## src/rtl/term_accumulator_array.sv

```systemverilog
// -----------------------------------------------------------------------------
// term_accumulator_array
//
// Purpose:
//   Multi-lane, budget-limited power-of-two term accumulator. Every lane keeps
//   an unsigned positive and an unsigned negative accumulator. Each accepted
//   beat adds (1 << shift) to one of them, chosen by the lane's sign bit. When
//   the job ends, each lane presents the signed result pos - neg. A nonzero
//   term budget limits how many beats are accumulated. Beats that arrive after
//   the budget is used up are still accepted, but they are dropped.
//
// Optional feature:
//   TERM_ACC_SATURATE_EN - when defined, each accumulator clamps at
//   2^ACC_BIT_WIDTH-1 and holds there. When undefined, each accumulator wraps
//   modulo 2^ACC_BIT_WIDTH.
//
// Ports:
//   clk            clock; all logic updates on the rising edge
//   reset          synchronous, active-high reset
//   start          one-cycle job start; sampled only in IDLE
//   term_budget    maximum number of terms per job, captured with start
//                  (0 = unlimited)
//   in_valid       term beat valid
//   in_ready       term beat accepted when in_valid && in_ready
//   in_last        final beat of the job
//   in_en          per-lane term present
//   in_sign        per-lane sign (1 = positive, 0 = negative)
//   in_shift       per-lane exponent; lane i uses
//                  [i*SHIFT_WIDTH +: SHIFT_WIDTH]
//   out_valid      per-lane results valid
//   out_ready      downstream accepts the results
//   out_result     per-lane signed pos - neg, ACC_BIT_WIDTH+1 bits per lane
//   out_truncated  the budget cut the job short
// -----------------------------------------------------------------------------
module term_accumulator_array #(
  parameter int LANES         = 4,
  parameter int ACC_BIT_WIDTH = 16,
  parameter int SHIFT_WIDTH   = 4,
  parameter int BUDGET_WIDTH  = 4
) (
  input  logic                               clk,
  input  logic                               reset,
  input  logic                               start,
  input  logic [BUDGET_WIDTH-1:0]            term_budget,
  input  logic                               in_valid,
  output logic                               in_ready,
  input  logic                               in_last,
  input  logic [LANES-1:0]                   in_en,
  input  logic [LANES-1:0]                   in_sign,
  input  logic [LANES*SHIFT_WIDTH-1:0]       in_shift,
  output logic                               out_valid,
  input  logic                               out_ready,
  output logic [LANES*(ACC_BIT_WIDTH+1)-1:0] out_result,
  output logic                               out_truncated
);

  typedef enum logic [1:0] {
    S_IDLE  = 2'd0,
    S_ACCUM = 2'd1,
    S_SKIP  = 2'd2,
    S_OUT   = 2'd3
  } state_t;

  state_t                  r_state;
  state_t                  w_state_next;
  logic [BUDGET_WIDTH-1:0] r_cnt;
  logic [BUDGET_WIDTH-1:0] r_budget;
  logic                    r_trunc;
  logic                    w_accept;
  logic                    w_accum_beat;
  logic                    w_budget_hit;
  logic                    w_clear;
  logic                    w_set_trunc;

  // The accept condition is derived from the state directly. This avoids a
  // combinational path through in_ready inside the next-state logic.
  assign w_accept     = in_valid && ((r_state == S_ACCUM) || (r_state == S_SKIP));
  assign w_accum_beat = w_accept && (r_state == S_ACCUM);
  // The budget is reached on the beat that brings the counter up to it.
  assign w_budget_hit = (r_budget != '0) &&
                        (BUDGET_WIDTH'(r_cnt + 1'b1) == r_budget);

  always_ff @(posedge clk) begin
    if (reset) begin
      r_state <= S_IDLE;
    end else begin
      r_state <= w_state_next;
    end
  end

  always_comb begin
    w_state_next = r_state;
    in_ready     = 1'b0;
    out_valid    = 1'b0;
    w_clear      = 1'b0;
    w_set_trunc  = 1'b0;
    case (r_state)
      S_IDLE: begin
        if (start) begin
          w_clear      = 1'b1;
          w_state_next = S_ACCUM;
        end
      end
      S_ACCUM: begin
        in_ready = 1'b1;
        if (w_accept) begin
          // in_last wins over a budget hit on the same beat.
          if (in_last) begin
            w_state_next = S_OUT;
          end else if (w_budget_hit) begin
            w_state_next = S_SKIP;
            w_set_trunc  = 1'b1;
          end
        end
      end
      S_SKIP: begin
        in_ready = 1'b1;
        if (w_accept && in_last) begin
          w_state_next = S_OUT;
        end
      end
      S_OUT: begin
        out_valid = 1'b1;
        if (out_ready) begin
          w_state_next = S_IDLE;
        end
      end
      default: w_state_next = S_IDLE;
    endcase
  end

  always_ff @(posedge clk) begin
    if (reset) begin
      r_cnt    <= '0;
      r_budget <= '0;
      r_trunc  <= 1'b0;
    end else if (w_clear) begin
      r_cnt    <= '0;
      r_budget <= term_budget;
      r_trunc  <= 1'b0;
    end else begin
      if (w_accum_beat) begin
        r_cnt <= r_cnt + 1'b1;
      end
      if (w_set_trunc) begin
        r_trunc <= 1'b1;
      end
    end
  end

  assign out_truncated = r_trunc;

  for (genvar gi = 0; gi < LANES; gi++) begin : g_lane
    logic [ACC_BIT_WIDTH-1:0] r_pos;
    logic [ACC_BIT_WIDTH-1:0] r_neg;
    logic [SHIFT_WIDTH-1:0]   w_shift;
    logic [ACC_BIT_WIDTH-1:0] w_term;
    logic [ACC_BIT_WIDTH:0]   w_pos_sum;
    logic [ACC_BIT_WIDTH:0]   w_neg_sum;
    logic [ACC_BIT_WIDTH-1:0] w_pos_new;
    logic [ACC_BIT_WIDTH-1:0] w_neg_new;

    assign w_shift = in_shift[gi*SHIFT_WIDTH +: SHIFT_WIDTH];
    // An exponent at or above the accumulator width contributes nothing.
    assign w_term  = (32'(w_shift) >= 32'(ACC_BIT_WIDTH)) ? '0
                   : (ACC_BIT_WIDTH'(1) << w_shift);

    // Each sum has one extra bit so that the carry out shows an overflow.
    assign w_pos_sum = {1'b0, r_pos} + {1'b0, w_term};
    assign w_neg_sum = {1'b0, r_neg} + {1'b0, w_term};

`ifdef TERM_ACC_SATURATE_EN
    assign w_pos_new = w_pos_sum[ACC_BIT_WIDTH] ? '1 : w_pos_sum[ACC_BIT_WIDTH-1:0];
    assign w_neg_new = w_neg_sum[ACC_BIT_WIDTH] ? '1 : w_neg_sum[ACC_BIT_WIDTH-1:0];
`else
    assign w_pos_new = w_pos_sum[ACC_BIT_WIDTH-1:0];
    assign w_neg_new = w_neg_sum[ACC_BIT_WIDTH-1:0];
`endif

    always_ff @(posedge clk) begin
      if (reset || w_clear) begin
        r_pos <= '0;
        r_neg <= '0;
      end else if (w_accum_beat && in_en[gi]) begin
        if (in_sign[gi]) begin
          r_pos <= w_pos_new;
        end else begin
          r_neg <= w_neg_new;
        end
      end
    end

    // The result reads as zero outside OUT, so partial sums never show.
    assign out_result[gi*(ACC_BIT_WIDTH+1) +: (ACC_BIT_WIDTH+1)] =
      (r_state == S_OUT) ? ({1'b0, r_pos} - {1'b0, r_neg}) : '0;
  end

endmodule

```

## config.mk

```make
export PLATFORM = sky130hd
export DESIGN_NAME = term_accumulator_array
export DESIGN_NICKNAME = d
export VERILOG_FILES = /design/src/rtl/term_accumulator_array.sv
export SDC_FILE = /design/constraint.sdc
export NUM_CORES = 1
export LEC_CHECK = 0
export CORE_ASPECT_RATIO = 2
export CORE_MARGIN = 8
export CORE_UTILIZATION = 66
export DETAILED_ROUTE_END_ITERATION = 12
export PLACE_DENSITY = 0.89
export SLEW_MARGIN = 20
export SYNTH_ARGS = -nofsm -noshare
export SYNTH_HDL_FRONTEND = slang
export SYNTH_SLANG_ARGS = --single-unit
```

## constraint.sdc

```tcl
create_clock -name clk -period 11.2 [get_ports clk]
set_input_delay 3.36 -clock clk [delete_from_list [all_inputs] [get_ports clk]]
set_output_delay 3.36 -clock clk [all_outputs]
set_load 0.05 [all_outputs]
```

After elaboration in Yosys (flattened, before gate mapping)
Cells that the tools add are included.
Storage, ports and cells
  register bits after elaboration: 139
  latch bits: 0
  bits in writable memories: 0
  memory bits (read-only): 0
  bits of input ports: 34
  output and inout bits: 71
  logic and storage cells: 84
  memories: 0
Operators by class
  add/sub/neg operators: 13
  multipliers: 0
  divide/modulo/power cells: 0
  magnitude comparators: 0
  eq/ne operators: 9
  shifts and indexed selects: 4
  muxes and demuxes: 19
  bitwise gates (word level): 4
  reductions and logical operators: 23
Operators with widths (number)
  adder 16 bit: 8
  two-way mux 17 bit: 4
  subtractor 16 x 16 -> 17 bit: 4
  left shift 1 x 4 -> 16 bit, first input constant: 4
  AND reduction 2 bit: 8
  two-way mux 2 bit: 6
  logical AND 1 bit: 8
  two-way mux 1 bit: 8
  one-hot mux 2 bit (4 select lines): 1
  inequality test 2 bit, second input constant: 3
  AND reduction 5 bit: 1
  adder 4 x 1 -> 4 bit, second input constant: 1
  equality test 2 bit, second input constant: 2
  equality test 4 bit: 1
  NOT 1 bit: 4
  nonzero test 4 bit: 1
  OR reduction 2 bit: 2
  inequality test 3 bit, second input constant: 1
  equality test 2 x 1 -> 1 bit, second input constant: 1
  logical NOT 2 bit: 1
  logical OR 1 bit: 2
  inequality test 2 x 1 -> 1 bit, second input constant: 1

Logic depth before layout (Yosys ltp)
  depth in word-level cells: 7
  mapped depth: 15
  depth with buffers taken out: 14

Worst setup path after synthesis
Ideal clock, no wire load.
  kind: reg-to-output
  start point: register g_lane[0].r_neg[1]
  end point: output port out_result[13]
  arrival time: 3432 ps
  required time: 7840 ps
  setup slack: 4408 ps
  stages on the path, launching flop included: 12
  buffers on the path: 0
  path through: dfxtp_1 -> inv_1 -> ha_1 -> a21o_1 -> a21o_1 -> a21o_1 -> a21o_1 -> a21oi_1 -> o221ai_1 -> or4_1 -> nand3_1 -> nor3b_1
On the way
  cells in the longest elaborated chain, start to end: 2
RTL lines
  from (decl): RTL line 155  | logic [ACC_BIT_WIDTH-1:0] r_neg;
  from (signal assigned): RTL line 188  | r_neg <= w_neg_new;
  subtractor 16 x 16 -> 17 bit: RTL line 195  | (r_state == S_OUT) ? ({1'b0, r_pos} - {1'b0, r_neg}) : '0;
  two-way mux 17 bit: RTL line 195
  to (decl): RTL line 53  | output logic [LANES*(ACC_BIT_WIDTH+1)-1:0] out_result,
Every way passes these cells.

Worst setup path in the final report
  start point: register g_lane[1].r_pos[0]
  end point: output port out_result[33]
On the way
  cells in the longest elaborated chain, start to end: 2
RTL lines
  from (decl): RTL line 154  | logic [ACC_BIT_WIDTH-1:0] r_pos;
  from (signal assigned): RTL line 186  | r_pos <= w_pos_new;
  subtractor 16 x 16 -> 17 bit: RTL line 195
  two-way mux 17 bit: RTL line 195
Every way passes these cells.

==> reports/qor.yml <==
clkLatencyLatePin_ps: 450
syn_to_final_growth_pct: 12.5
grt_setup_unrepaired: "false"
p_leak_nw: 6.21
wirelength_um: 35100
multiInputGateArea_um2: 10300
portBuffers: 104
irDropWorstVdd_mv: 0.108
drc_errors: 0
start_util_pct: 66.7
rrSetupSlack_ps: 8150
diodes: 0
worstSetupEndpointType: "output pin"
maxCapViolCount: 0
gp_congestion: 0.947
drive_gt1_share_pct: 3.46
cp.arrival_ps: 4320
viasPerCell: 6.06
setup_viol: 0
ant_nets: 0
antenna_found_initial: 0
overflow: 0
n_fill_cell: 1602
vias: 13400
powerDensity_nw_per_um2: 92.8
max-slew-margin-rel_pct: 27.9
total_power_mw: 1.44
grt_pass1_wl_um: 58200
worst_pin_slew_ps: 1080
ys_ff_latch: 139
fin_nets: 2134
period_needed_ps: 7680
fin_skew_ps: 12.3
die_w_um: 118
cts_tree: "done"
dr.pass1.iters: 5
syn_avg_cell_area_um2: 7.41
drtIter0Drc: 842
final_cell_mix: "nand2_1 (214), a21oi_1 (175), ha_1 (174)"
yosysSeqAreaShare_pct: 20.1
grt_max_degree: 74
core-area_um2: 20700
hpwl_um: 25800
cts_resized: 0
period_share_pct: 68.6
status: "completed"
postCtsSetupBuffers: 0
clk_pin_slew_ps: 60
io_pins: 105
yosys_warnings: 0
synth_cells: 1866
ctsHtreeMaxLevel: 4
place_ws_ps: 4050
layout_commonest_cell: "nand2_1"
die_area_um2: 26100
clock_path_buffers: 2
grt_pass1_vias: 12600
setup_tns_ps: 0
clock-root-buffer: "clkbuf_16"
synth-edff-count: 0
dpl_cell_area_um2: 15000
num_rows: 75
synth_async_sr_flop_share_pct: 0
worstRegToRegCells: 10
crit_type: "reg2out"
ys_types: 78
hold_path_class: "reg2reg"
final_hold_viol_count: 0
grt_usage_pct: 26.5
fmax_ghz: 0.130
clock_sinks: 139
synth_nets: 2078
fin_area_um2: 15600
crit_fanout: 3
slew_viol_final: 0
fin_ws_ps: 3520
seq_area_um2: 2780
die_h_um: 221
routedWlPerCell_um: 15.9
start_kind: "flip-flop"
synthFlopType: "dfxtp_1"
cp_data_required_time_ps: 7840
cts_hold_buf: 0
syn_area_um2: 13800
hold_depth: 2
cts_buffers: 17
sequential cells by signal, indices dropped and copies added (netlist names):
name and flops:
r_cnt 4, g_lane.r_neg 64, r_budget 4, out_truncated 1, r_state 2, g_lane.r_pos 64
logic make-up after synthesis:
kind of cell	after synthesis	synth area share [%]
and+or+nand+nor	680	23.8
AOI/OAI and AO/OA	506	23.1
adders and majority gates	187	17.0
buffers and inverters	185	5.18
xor gates and xnor gates	150	9.50
DFF	139	20.1
muxes	19	1.38
metal layers:
| metal | wire [um] | global-route usage (%) | part of all wire (%) | vias to the layer above |
|---|---|---|---|---|
| met5 | 0 | 0 | 0 | - |
| met4 | 772 | 9.88 | 2.2 | 0 |
| met3 | 1860 | 4.73 | 5.3 | 60 |
| met2 | 17000 | 45.9 | 48 | 386 |
| met1 | 15500 | 32.0 | 44 | 6160 |
| li1 | - | - | - | 6760 |
final cells by class:
| class | instances | share of cell area, % |
|---|---|---|
| Inverter | 116 | 2.80 |
| Clock buffer | 22 | 3.05 |
| Sequential cell | 139 | 17.9 |
| Timing Repair Buffer | 106 | 6.79 |
| Clock inverter | 10 | 0.748 |
| Tap cell | 269 | 2.16 |
| Multi-Input combinational cell | 1542 | 66.6 |
synthesized netlist by cell type, types with 4 or more instances:
| library cell | count | share of area, % |
|---|---|---|
| a211o_1 | 6 | 0.38 |
| a211oi_1 | 22 | 1.2 |
| a21boi_0 | 5 | 0.27 |
| a21o_1 | 58 | 3.1 |
| a21oi_1 | 176 | 6.4 |
| a31oi_1 | 20 | 0.90 |
| and2_1 | 13 | 0.59 |
| and3_1 | 16 | 0.72 |
| and3b_1 | 6 | 0.38 |
| buf_1 | 6 | 0.16 |
| buf_2 | 11 | 0.40 |
| clkbuf_1 | 50 | 1.4 |
| dfxtp_1 | 139 | 20 |
| fa_1 | 4 | 0.58 |
| ha_1 | 174 | 16 |
| inv_1 | 116 | 3.1 |
| maj3_1 | 9 | 0.65 |
| mux2i_1 | 18 | 1.3 |
| nand2_1 | 214 | 5.8 |
| nand2b_1 | 34 | 1.5 |
| nand3_1 | 68 | 2.5 |
| nand3b_1 | 5 | 0.27 |
| nand4_1 | 18 | 0.81 |
| nor2_1 | 172 | 4.7 |
| nor2b_1 | 10 | 0.45 |
| nor3_1 | 51 | 1.8 |
| nor3b_1 | 6 | 0.33 |
| nor4_1 | 14 | 0.63 |
| nor4b_2 | 6 | 0.65 |
| o211ai_1 | 17 | 0.92 |
| o21a_1 | 16 | 0.87 |
| o21ai_0 | 96 | 3.5 |
| o21ai_1 | 6 | 0.22 |
| o21bai_1 | 24 | 1.3 |
| o31ai_1 | 11 | 0.60 |
| or2_2 | 6 | 0.27 |
| or3_1 | 27 | 1.2 |
| or4_1 | 5 | 0.27 |
| xnor2_1 | 105 | 6.7 |
| xor2_1 | 45 | 2.9 |
metrics by stage:
step,instances,utilization (%),hold slack (ps)
after floorplan,1866,-,449
after global placement,2172,72.1,456
after detailed placement,2172,72.1,467
after CTS,2204,75.0,475
after global routing,2204,75.0,482
final,2204,75.0,472
worst max-delay path, cell delays in order (launching register included):
cell             delay (ps)
dfxtp_1                 330
inv_1                    70
ha_1                    140
inv_1                    60
fa_1                    410
a21o_1                  180
a21oi_1                 230
o21bai_1                120
a21oi_1                 230
o21bai_1                100
a21oi_1                 340
o211ai_1                200
a21o_1                  210
a21oi_1                 230
o2111a_1                230
clkdlybuf4s50_1         800
power by group:
group          switching (mW)  leakage, nW  internal [mW]
Sequential             0.0109         1.12          0.505
Clock                   0.234        0.274          0.344
Combinational           0.234         4.81          0.116
path summary, 6_finish.rpt:
path                            from                  end
setup / recovery  g_lane[1].r_pos[0]       out_result[33]
hold / removal    g_lane[3].r_neg[5]   g_lane[3].r_neg[5]
setup reg to reg  g_lane[3].r_pos[4]  g_lane[3].r_pos[15]
hold reg to reg   g_lane[3].r_neg[5]   g_lane[3].r_neg[5]
No activity file was read; power rests on OpenSTA's default activity.
